<file path="config.mk">
export PLATFORM = sky130hd
export DESIGN_NAME = nibble_serial_adder_ctrl
export DESIGN_NICKNAME = d
export VERILOG_FILES = /design/src/rtl/nibble_serial_adder_ctrl.sv
export SDC_FILE = /design/constraint.sdc
export NUM_CORES = 1
export LEC_CHECK = 0
export ABC_AREA = 1
export CAP_MARGIN = 20
export CORE_MARGIN = 2
export CORE_UTILIZATION = 28
export CTS_CLUSTER_DIAMETER = 40
export DETAILED_ROUTE_END_ITERATION = 8
export PLACE_DENSITY_LB_ADDON = 0.15
export SLEW_MARGIN = 20
export SYNTH_ARGS = -nofsm -noshare
export SYNTH_HDL_FRONTEND = slang
export SYNTH_SLANG_ARGS = --single-unit
</file>
<file path="constraint.sdc">
create_clock -name clk -period 5.4 [get_ports clk]
set_input_delay 0.81 -clock clk [delete_from_list [all_inputs] [get_ports clk]]
set_output_delay 0.81 -clock clk [all_outputs]
set_load 0.05 [all_outputs]
</file>
<file path="src/rtl/nibble_serial_adder_ctrl.sv">
// Wide add/subtract sequencer: one 4-bit adder slice is reused once per nibble, LSB nibble first,
// with the carry kept in a register between cycles. Valid/ready handshakes on both sides.
module nibble_serial_adder_ctrl #(
  parameter int NIBBLES = 4
) (
  input  logic                   clk,
  input  logic                   rst,
  input  logic                   in_valid,
  output logic                   in_ready,
  input  logic [4*NIBBLES-1:0]   a,
  input  logic [4*NIBBLES-1:0]   b,
  input  logic                   cin,
  input  logic                   sub,
  output logic                   out_valid,
  input  logic                   out_ready,
  output logic [4*NIBBLES-1:0]   sum,
  output logic                   cout,
  output logic                   overflow,
  output logic                   busy
);

  localparam int IW = (NIBBLES > 1) ? $clog2(NIBBLES) : 1;
  localparam logic [IW-1:0] LAST_IDX = IW'(NIBBLES - 1);

  typedef enum logic [1:0] {IDLE, RUN, DONE} state_t;

  state_t                    state, state_nxt;
  logic [NIBBLES-1:0][3:0]   a_q, b_q, sum_q;
  logic [IW-1:0]             idx;
  logic                      carry, cout_q, ovf_q;

  logic [3:0]                x, y, slice_sum;
  logic [3:0]                low;
  logic [1:0]                top;
  logic                      slice_cout, slice_ovf;
  logic                      accept;

  assign accept    = in_valid & in_ready;
  assign in_ready  = (state == IDLE);
  assign out_valid = (state == DONE);
  assign busy      = (state != IDLE);
  assign sum       = sum_q;
  assign cout      = cout_q;
  assign overflow  = ovf_q;

  // Slice split at bit 3 so the carry into the MSB is visible for signed overflow.
  always_comb begin
    x          = a_q[idx];
    y          = b_q[idx];
    low        = {1'b0, x[2:0]} + {1'b0, y[2:0]} + {3'b000, carry};
    top        = {1'b0, x[3]} + {1'b0, y[3]} + {1'b0, low[3]};
    slice_sum  = {top[0], low[2:0]};
    slice_cout = top[1];
    slice_ovf  = low[3] ^ top[1];
  end

  // NOTE: state_nxt gets a default before the case so no path leaves it unassigned (no latch).
  always_comb begin
    state_nxt = state;
    case (state)
      IDLE:    if (accept) state_nxt = RUN;
      RUN:     if (idx == LAST_IDX) state_nxt = DONE;
      DONE:    if (out_ready) state_nxt = IDLE;
      default: state_nxt = IDLE;
    endcase
  end

  // NOTE: registers use non-blocking assignments so every flop samples pre-edge values.
  always_ff @(posedge clk or posedge rst) begin
    if (rst) state <= IDLE;
    else     state <= state_nxt;
  end

  always_ff @(posedge clk or posedge rst) begin
    if (rst) begin
      a_q    <= '0;
      b_q    <= '0;
      sum_q  <= '0;
      idx    <= '0;
      carry  <= 1'b0;
      cout_q <= 1'b0;
      ovf_q  <= 1'b0;
    end else begin
      case (state)
        IDLE: begin
          if (accept) begin
            a_q    <= a;
            b_q    <= sub ? ~b : b;
            carry  <= sub | cin;
            idx    <= '0;
            sum_q  <= '0;
            cout_q <= 1'b0;
            ovf_q  <= 1'b0;
          end
        end
        RUN: begin
          sum_q[idx] <= slice_sum;
          carry      <= slice_cout;
          if (idx == LAST_IDX) begin
            cout_q <= slice_cout;
            ovf_q  <= slice_ovf;
          end else begin
            idx <= idx + 1'b1;
          end
        end
        default: ;
      endcase
    end
  end

endmodule

</file>
==> results of run 1 <==
[power groups by stage]
stage | clock network [mW] | registers (mW) | logic (mW)
6_report | 0.284 | 0.724 | 1.21
5_1_grt | 0.311 | 0.750 | 1.36
4_1_cts | 0.293 | 0.727 | 1.22
3_5_place_dp | 0 | 0.735 | 1.21
3_3_place_gp | 0 | 0.735 | 1.18
2_1_floorplan | 0 | 0.835 | 0.725
[layout by cell type, fill, tap and decap left out]
cell	Yosys	routed
sky130_fd_sc_hd__nand2_2	1	1
sky130_fd_sc_hd__clkbuf_8	0	6
sky130_fd_sc_hd__xnor2_1	16	16
sky130_fd_sc_hd__buf_16	0	1
sky130_fd_sc_hd__buf_4	3	1
sky130_fd_sc_hd__o31ai_1	1	1
sky130_fd_sc_hd__nor2_4	1	1
sky130_fd_sc_hd__dfrtp_1	55	55
sky130_fd_sc_hd__clkinv_2	0	1
sky130_fd_sc_hd__a21oi_1	3	3
sky130_fd_sc_hd__inv_2	1	2
sky130_fd_sc_hd__xor2_1	1	1
sky130_fd_sc_hd__bufinv_16	0	1
sky130_fd_sc_hd__clkdlybuf4s50_1	0	58
sky130_fd_sc_hd__o21ai_1	2	2
sky130_fd_sc_hd__o22ai_1	5	5
sky130_fd_sc_hd__nor2_2	2	2
sky130_fd_sc_hd__inv_1	16	15
sky130_fd_sc_hd__clkinv_1	1	1
sky130_fd_sc_hd__nor2_1	12	12
sky130_fd_sc_hd__fa_1	3	3
sky130_fd_sc_hd__nand3_1	22	22
sky130_fd_sc_hd__ha_1	6	6
sky130_fd_sc_hd__nand2_1	87	87
sky130_fd_sc_hd__o21ai_0	49	49
[logic make-up (layout without fill, tap and decap cells)]
kind of cell / Yosys count / count (layout) / synth area share (%)
compound gates: 60 / 60 / 11.7
xor+xnor: 17 / 17 / 5.63
fa+ha+maj: 9 / 9 / 5.11
buf+inv: 32 / 86 / 6.20
flops: 55 / 55 / 52.0
simple gates: 125 / 125 / 19.3
[state kept, by name, indices dropped and copies added, names as in the netlist]
| name | cells |
|---|---|
| state | 2 |
| idx | 2 |
| overflow | 1 |
| sum | 16 |
| carry | 1 |
| cout | 1 |
| a_q | 16 |
| b_q | 16 |
[critical path, cell delays in order (launching register included)]
cell                      delay [ns]
sky130_fd_sc_hd__dfrtp_1        0.70
sky130_fd_sc_hd__inv_1          0.46
sky130_fd_sc_hd__o21ai_0        0.26
sky130_fd_sc_hd__o22ai_1        0.13
sky130_fd_sc_hd__fa_1           0.42
sky130_fd_sc_hd__nand3_1        0.11
sky130_fd_sc_hd__nand3_1        0.12
sky130_fd_sc_hd__fa_1           0.53
sky130_fd_sc_hd__inv_1          0.08
sky130_fd_sc_hd__o21ai_0        0.18
[Yosys cell counts, types with 2 or more instances]
| master | number |
|---|---|
| sky130_fd_sc_hd__dfrtp_1 | 55 |
| sky130_fd_sc_hd__inv_1 | 16 |
| sky130_fd_sc_hd__buf_6 | 3 |
| sky130_fd_sc_hd__fa_1 | 3 |
| sky130_fd_sc_hd__buf_4 | 3 |
| sky130_fd_sc_hd__ha_1 | 6 |
| sky130_fd_sc_hd__a21oi_1 | 3 |
| sky130_fd_sc_hd__o21ai_1 | 2 |
| sky130_fd_sc_hd__xnor2_1 | 16 |
| sky130_fd_sc_hd__nor2_2 | 2 |
| sky130_fd_sc_hd__o22ai_1 | 5 |
| sky130_fd_sc_hd__buf_2 | 8 |
| sky130_fd_sc_hd__nand3_1 | 22 |
| sky130_fd_sc_hd__nand2_1 | 87 |
| sky130_fd_sc_hd__o21ai_0 | 49 |
| sky130_fd_sc_hd__nor2_1 | 12 |
[how the worst max path moves through the flow]
stage | to | cells past startpoint | from | slack, ns
after floorplan | overflow | 12 | idx[1] | 3.09
after detailed placement | sum[7] | 9 | idx[0] | 2.30
after CTS | sum[7] | 9 | idx[0] | 2.28
after global routing | sum[7] | 9 | idx[0] | 2.01
after global placement | sum[7] | 9 | idx[0] | 2.38
final | sum[11] | 9 | idx[0] | 2.32
[layout make-up]
type                       instances  area (um^2)  share of cell area, %
sequential                        55         1380                   40.2
multi-input combinational        211         1100                   32.3
timing repair buffer              60          616                   18.0
tap                              111          139                   4.06
clock buffer                       6         82.6                   2.41
inverter                          18         67.6                   1.98
clock inverter                     2         35.0                   1.02
[metal layers]
layer	GRT usage (%)	vias to the layer above	share of wire [%]
met4	3.12	0	0.75
li1	-	1064	-
met5	0	-	0
met2	20.5	47	46
met3	2.76	4	4.0
met1	16.8	973	49
==> run summary, run 1 <==
Of the total power, the share spent switching nets is 47.9%. Gates resized during post-CTS repair numbered 0. The maximum achievable frequency is 325 MHz, and the non-filler instance count after layout is 463. Counting flops with an async set or reset pin after synthesis yields a share of 100%. The via count of the first global-routing pass is 2076. TritonCTS built the clock tree. Synthesized flop and latch total: 55. Die area: 0.0102 mm^2. The final worst clock skew was 0.00738 ns.

In this run, the combinational gates consume 54.5% of the power. Clock tree synthesis found a total of 55 sinks. The logs give 62 for the pin count of the biggest net entering global routing and 37.2% for the utilization after layout.

The clock input transition at the sequential cells of the worst setup and hold paths came out at 0.10 ns. Clock tree synthesis inserted a total of 5 buffers. The area growth from synthesis to layout was 29.3%; the number of setup violations in the final report was 0.

The die outline width works out to 101 um. Data on the critical path is required at its endpoint by 5.63 ns. The net load switching power was 1.06 mW. Type of the worst setup path: reg -> reg. The part of the cycle the worst path needs is 57.1%.

For the clock latency at the later pin of the worst-skew pair, the log shows 0.31 ns. Summed over all instances, the cell type with the most area after synthesis is sky130_fd_sc_hd__dfrtp_1. The logs give 2.30 ns for the setup slack after placement and 0 for the final hold violation count.

For the maximum number of buffers from clock root to sink, the log shows 2. In this run, the number of DRC markers left after iteration 0 of detailed routing was 84. The tools report the initial antenna violation count as 0. The netlist uses 22 different library cells. The cell depth of the worst min-delay path was 2; the post-synthesis instance area was 0.00265 mm^2. The top-level I/O count came out at 59. The initial utilization of the core area, before any placement, comes to 28.8%.

The vertical die dimension was 101 um. The tools report the relative max-transition margin as 39.8%. The top cell type's share of synthesized area is 52.0%, and the fill cell total of the finished layout is 993.

The residual DRC count is 0, and the data arrival time of the critical path is 3.31 ns. The worst hold path terminates at a_q[7]. The synthesized design contains 0 enable-type register cells. Counting tap cells, the placed design contains a total of 454 instances. In this run the cell area measured after placement is 0.00328 mm^2. The CTS H-tree depth is 2. The run gives 1.15 mW as the cell internal power dissipation. Setup repair after global routing left no endpoint under its margin. With fillers left out, the area of the finished cells amounts to 0.00342 mm^2. The worst hold path begins at a_q[7].

After detailed routing, the average wire length per cell comes to 13.2 um. The number of nets handed over by synthesis was 345. The repair_antennas step left the layout with diodes totalling 0. The proportion of layout cells with a drive suffix above 1 is 4.55%, and the accumulated negative setup slack is 0 ns.

The design draws 2.22 mW. The tools report the capturing element type of the critical path as a flop. The final weighted congestion in routability-driven placement is 0.727. The ratio of routed vias to standard cells came out at 4.51. The run finished with clean final reports. The total half-perimeter wirelength after legalization and detailed placement was 4280 um.

Yosys printed 0 warnings. In this run the critical register-to-register path is launched from idx[0]. The floorplan has 35 rows. The tightest min-delay check is of the reg -> reg type. The number of violations of the max-capacitance limit came out at 0. The power share of the clock group is 12.8%. The number of hold buffers added after CTS was 0.

The largest voltage drop on the vdd net is 0.000194 V, and the post-route worst setup slack is 2.32 ns. The routed design could run at a clock period as short as 3.08 ns. Input and output buffers added on the ports amount to 58.

In the global route stage, overall resource usage came out at 12.5%. The run gives 0 as the number of antenna-violating nets in the routed design. The post-synthesis instance total was 298; the overflow left after global routing was 0.

The first global-routing pass estimated 10000 um of wire. The first detailed-routing pass ran for 4 iterations. After synthesis, the mean cell area works out to 8.88 um^2. The top fanout value on the critical path came out at 22.

Buffers added to address setup during post-CTS repair amount to 0. The worst register-to-register path has a depth of 9. Final-report max-slew violation count: 0. Worst reg2reg path endpoint: sum[11]. The power density normalized to cell area is 648 mW/mm^2, and the final hold slack is 0.482 ns. For this design the static power due to leakage is 1.54 nW. The layout net count is 398, and the power share of the sequential group is 32.7%.

The number of vias in the routed layout was 2088. The clock root buffer master is sky130_fd_sc_hd__clkbuf_8. The kind of launch point of the worst setup path is a flop. The sequential area share after synthesis was 52.0%; the slew at the pin closest to its max-slew limit was 0.900 ns. The core area came out at 0.00920 mm^2. The detailed-route wire length is 6130 um.

The main flop type after synthesis is sky130_fd_sc_hd__dfrtp_1. The worst-case register-to-register setup slack was 2.32 ns. Ranked by total cell area, the synthesized netlist is headed by sky130_fd_sc_hd__dfrtp_1, sky130_fd_sc_hd__nand2_1, sky130_fd_sc_hd__o21ai_0.
No activity file was read; power rests on OpenSTA's default activity.
==> run 2: changes to the inputs <==
==> constraint.sdc (replaced) <==
create_clock -name clk -period 3 [get_ports clk]
set_input_delay 0.45 -clock clk [delete_from_list [all_inputs] [get_ports clk]]
set_output_delay 0.45 -clock clk [all_outputs]
set_load 0.05 [all_outputs]
==> run 2 against run 1 <==
Compared with the run above: setup slack worse by 1.9 ns; routed wire length is 1.0% higher; hold slack better by 0.0093 ns; combinational power is 80% higher; cell area is 0.73% lower; count of clock-buffer cells in the layout stayed put; die area stayed put; critical path type unchanged; critical endpoint is now sum[3]; largest power group unchanged; highest routed layer unchanged.
==> run summary, run 2 (synthesis gave the netlist of run 1 again) <==
The run finished with clean final reports. The count of nets left with antenna violations once routing finished came out at 0. After global routing the overflow that remains totals 0. Setup repair after global routing left no endpoint under its margin. Maximum number of buffers from clock root to sink: 2. For this design, the CTS-stage hold fixing added 0 buffers. The H-tree was split into 2 levels. The run gives 3.23 ns as the data required time of the critical path.

The floorplan step defined a die boundary enclosing 0.0102 mm^2. The worst hold path belongs to the class reg -> reg. The type of the worst setup path was reg -> reg. The maximum achievable frequency is 384 MHz. TritonCTS built the clock tree. For the worst-skew pair, the clock arrives at the later sink with an insertion delay of 0.31 ns.

Hold is met by 0.491 ns. Grouping stages by cell kind, the critical path spends the most delay in adder cells. The core area is 0.00920 mm^2, and the leakage component of the power is 1.53 nW. The layout has 975 filler cells. For the number of post-CTS setup repair buffers, the log shows 0.

The row count was 35. The placement-stage cell area is 0.00331 mm^2, and the largest incremental delay on the critical path is 0.53 ns. Critical path's slowest cell: sky130_fd_sc_hd__fa_1. Detailed placement finished with a half-perimeter wire length of 4400 um. Counting cells, the worst reg-to-reg path comes to 9. The sequential cell area came out at 0.00138 mm^2.

The final weighted congestion in routability-driven placement came out at 0.821. The vertical die dimension came out at 101 um. The final route contains 2066 vias.

The pre-antenna-repair detailed-routing pass consisted of 4 iterations. After detailed routing, the number of vias per cell comes to 4.44. The clock input transition at the sequential cells of the worst setup and hold paths was 0.10 ns; the area growth from synthesis to layout was 28.4%. For the pin count of the biggest net entering global routing, the log shows 59. The first global-routing pass estimated 10300 um of wire. The via count of the first global-routing pass was 2091.

For this block, the routed nets add up to 6190 um of wire. Startpoint of the lowest-slack register-to-register path: idx[0]. The run gives 59 as the top-level I/O count. The worst path uses 86.8% of the clock period.

The run gives 465 as the non-filler instance count after layout. For the initial antenna violation count, the log shows 0. The signal on the critical path passes through inv_1, o21ai_0, o22ai_1, ha_1, nand3_1, nand3_1, fa_1, inv_1, o21ai_0. After detailed routing, the average wire length per cell comes to 13.3 um. The worst path needs 2.61 ns of the cycle, external delays included. The top fanout value on the critical path is 22, and the worst-case register-to-register setup slack is 0.39 ns. In the layout the commonest cells are sky130_fd_sc_hd__nand2_1, sky130_fd_sc_hd__clkdlybuf4s50_1, sky130_fd_sc_hd__dfrtp_1, sky130_fd_sc_hd__o21ai_0, sky130_fd_sc_hd__nand3_1. For the worst setup path, the data arrival time is 2.83 ns. Number of cells after detailed placement: 457.

The combined area of the multi-input logic cells is 0.00110 mm^2, and the relative max-transition margin is 38.4%. The critical path contains buffers and inverters numbering 2 combined. In the global route stage, overall resource usage came out at 13.0%.

Max-cap violations in this run came to 0. Following the worst setup path forward leads to its endpoint at sum[3]. The final worst clock skew is 0.00955 ns. The tools report the largest voltage drop on the vdd net as 0.000371 V. The layout net count came out at 400. The tools report the utilization after layout as 36.9%. CTS placed an instance of sky130_fd_sc_hd__clkbuf_8 at the clock tree root. Total of cells resized after clock tree synthesis: 0. For the final hold violation count, the log shows 0. The worst setup path is captured at a flop.

In this run the number of cells on the critical path is 9. In the final layout, the share of cells above drive strength 1 is 4.80%. The number of setup violations in the final report is 0, and the sink count of the clock tree is 55. For this design the ratio of total power to cell area is 1130 mW/mm^2. The first routing iteration left 89 violations. The critical path starts at idx[0]. Starting utilization of the core area: 28.8%. The number of buffers created by CTS was 5. After detailed routing, the number of remaining DRC violations is 0.

Quantity of I/O buffers inserted on ports: 58. The number of antenna diodes is 0. The final-report max-slew violation count came out at 0.

STA classifies the critical path startpoint as a flop. Slew at the pin closest to its max-slew limit: 0.921 ns. The die is 101 um wide.

The finished layout cell area came out at 0.00340 mm^2. The leading cell type in the layout, fill and taps excluded is sky130_fd_sc_hd__nand2_1. In the final timing run, aggregate negative setup slack is 0 ns.

The worst register-to-register path ends at sum[3].
[run 2: cell count changes in the layout (fill, tap and decap cells not counted)]
cell	change
sky130_fd_sc_hd__buf_4	+2
sky130_fd_sc_hd__clkbuf_8	-1
sky130_fd_sc_hd__bufinv_16	-1
sky130_fd_sc_hd__clkbuf_1	+1
sky130_fd_sc_hd__buf_16	-1
sky130_fd_sc_hd__buf_12	+1
sky130_fd_sc_hd__clkinvlp_4	+1
[run 2: worst min path at each step]
stage             from  endpoint  slack (ns)  depth (start not counted)
2_1_floorplan  a_q[10]   a_q[10]        0.44                          2
3_3_place_gp    b_q[8]    b_q[8]        0.46                          2
3_5_place_dp   a_q[15]   a_q[15]        0.46                          2
4_1_cts        a_q[15]   a_q[15]        0.49                          2
5_1_grt        a_q[15]   a_q[15]        0.52                          2
6_report       a_q[15]   a_q[15]        0.49                          2
[run 2: worst min-delay path: cells and delay by family (launching register included)]
| family | cells | cell delay [ns] |
|---|---|---|
| flops | 1 | 0.36 |
| simple gates | 2 | 0.10 |
[run 2: area by class of cell]
class / instances / area share [%]
sequential: 55 / 40.5
inverter: 18 / 1.99
clock buffer: 6 / 2.14
clock inverter: 2 / 0.368
timing repair buffer: 62 / 18.3
tap: 111 / 4.09
multi-input combinational: 211 / 32.5
[run 2: metrics by stage]
step / setup slack [ns] / power [mW]
2_1_floorplan: 0.693 / 2.81
3_3_place_gp: 0.535 / 3.44
5_1_grt: 0.0543 / 4.26
3_5_place_dp: 0.446 / 3.49
4_1_cts: 0.412 / 3.91
6_report: 0.395 / 3.85
[run 2: power breakdown]
part / leakage, nW / total, mW / switching [mW] / internal [mW]
clock network: 0.0412 / 0.407 / 0.243 / 0.164
registers: 0.697 / 1.26 / 0.190 / 1.07
logic: 0.791 / 2.18 / 1.44 / 0.738
total: 1.53 / 3.85 / 1.87 / 1.97
[run 2: per-layer routing]
layer  up-vias  GRT usage, %  part of all wire (%)
li1       1069             -                     -
met1       944          18.0                    49
met2        48          19.7                    45
met3         5          3.86                   4.9
met4         0          3.74                   1.1
met5         -             0                     0
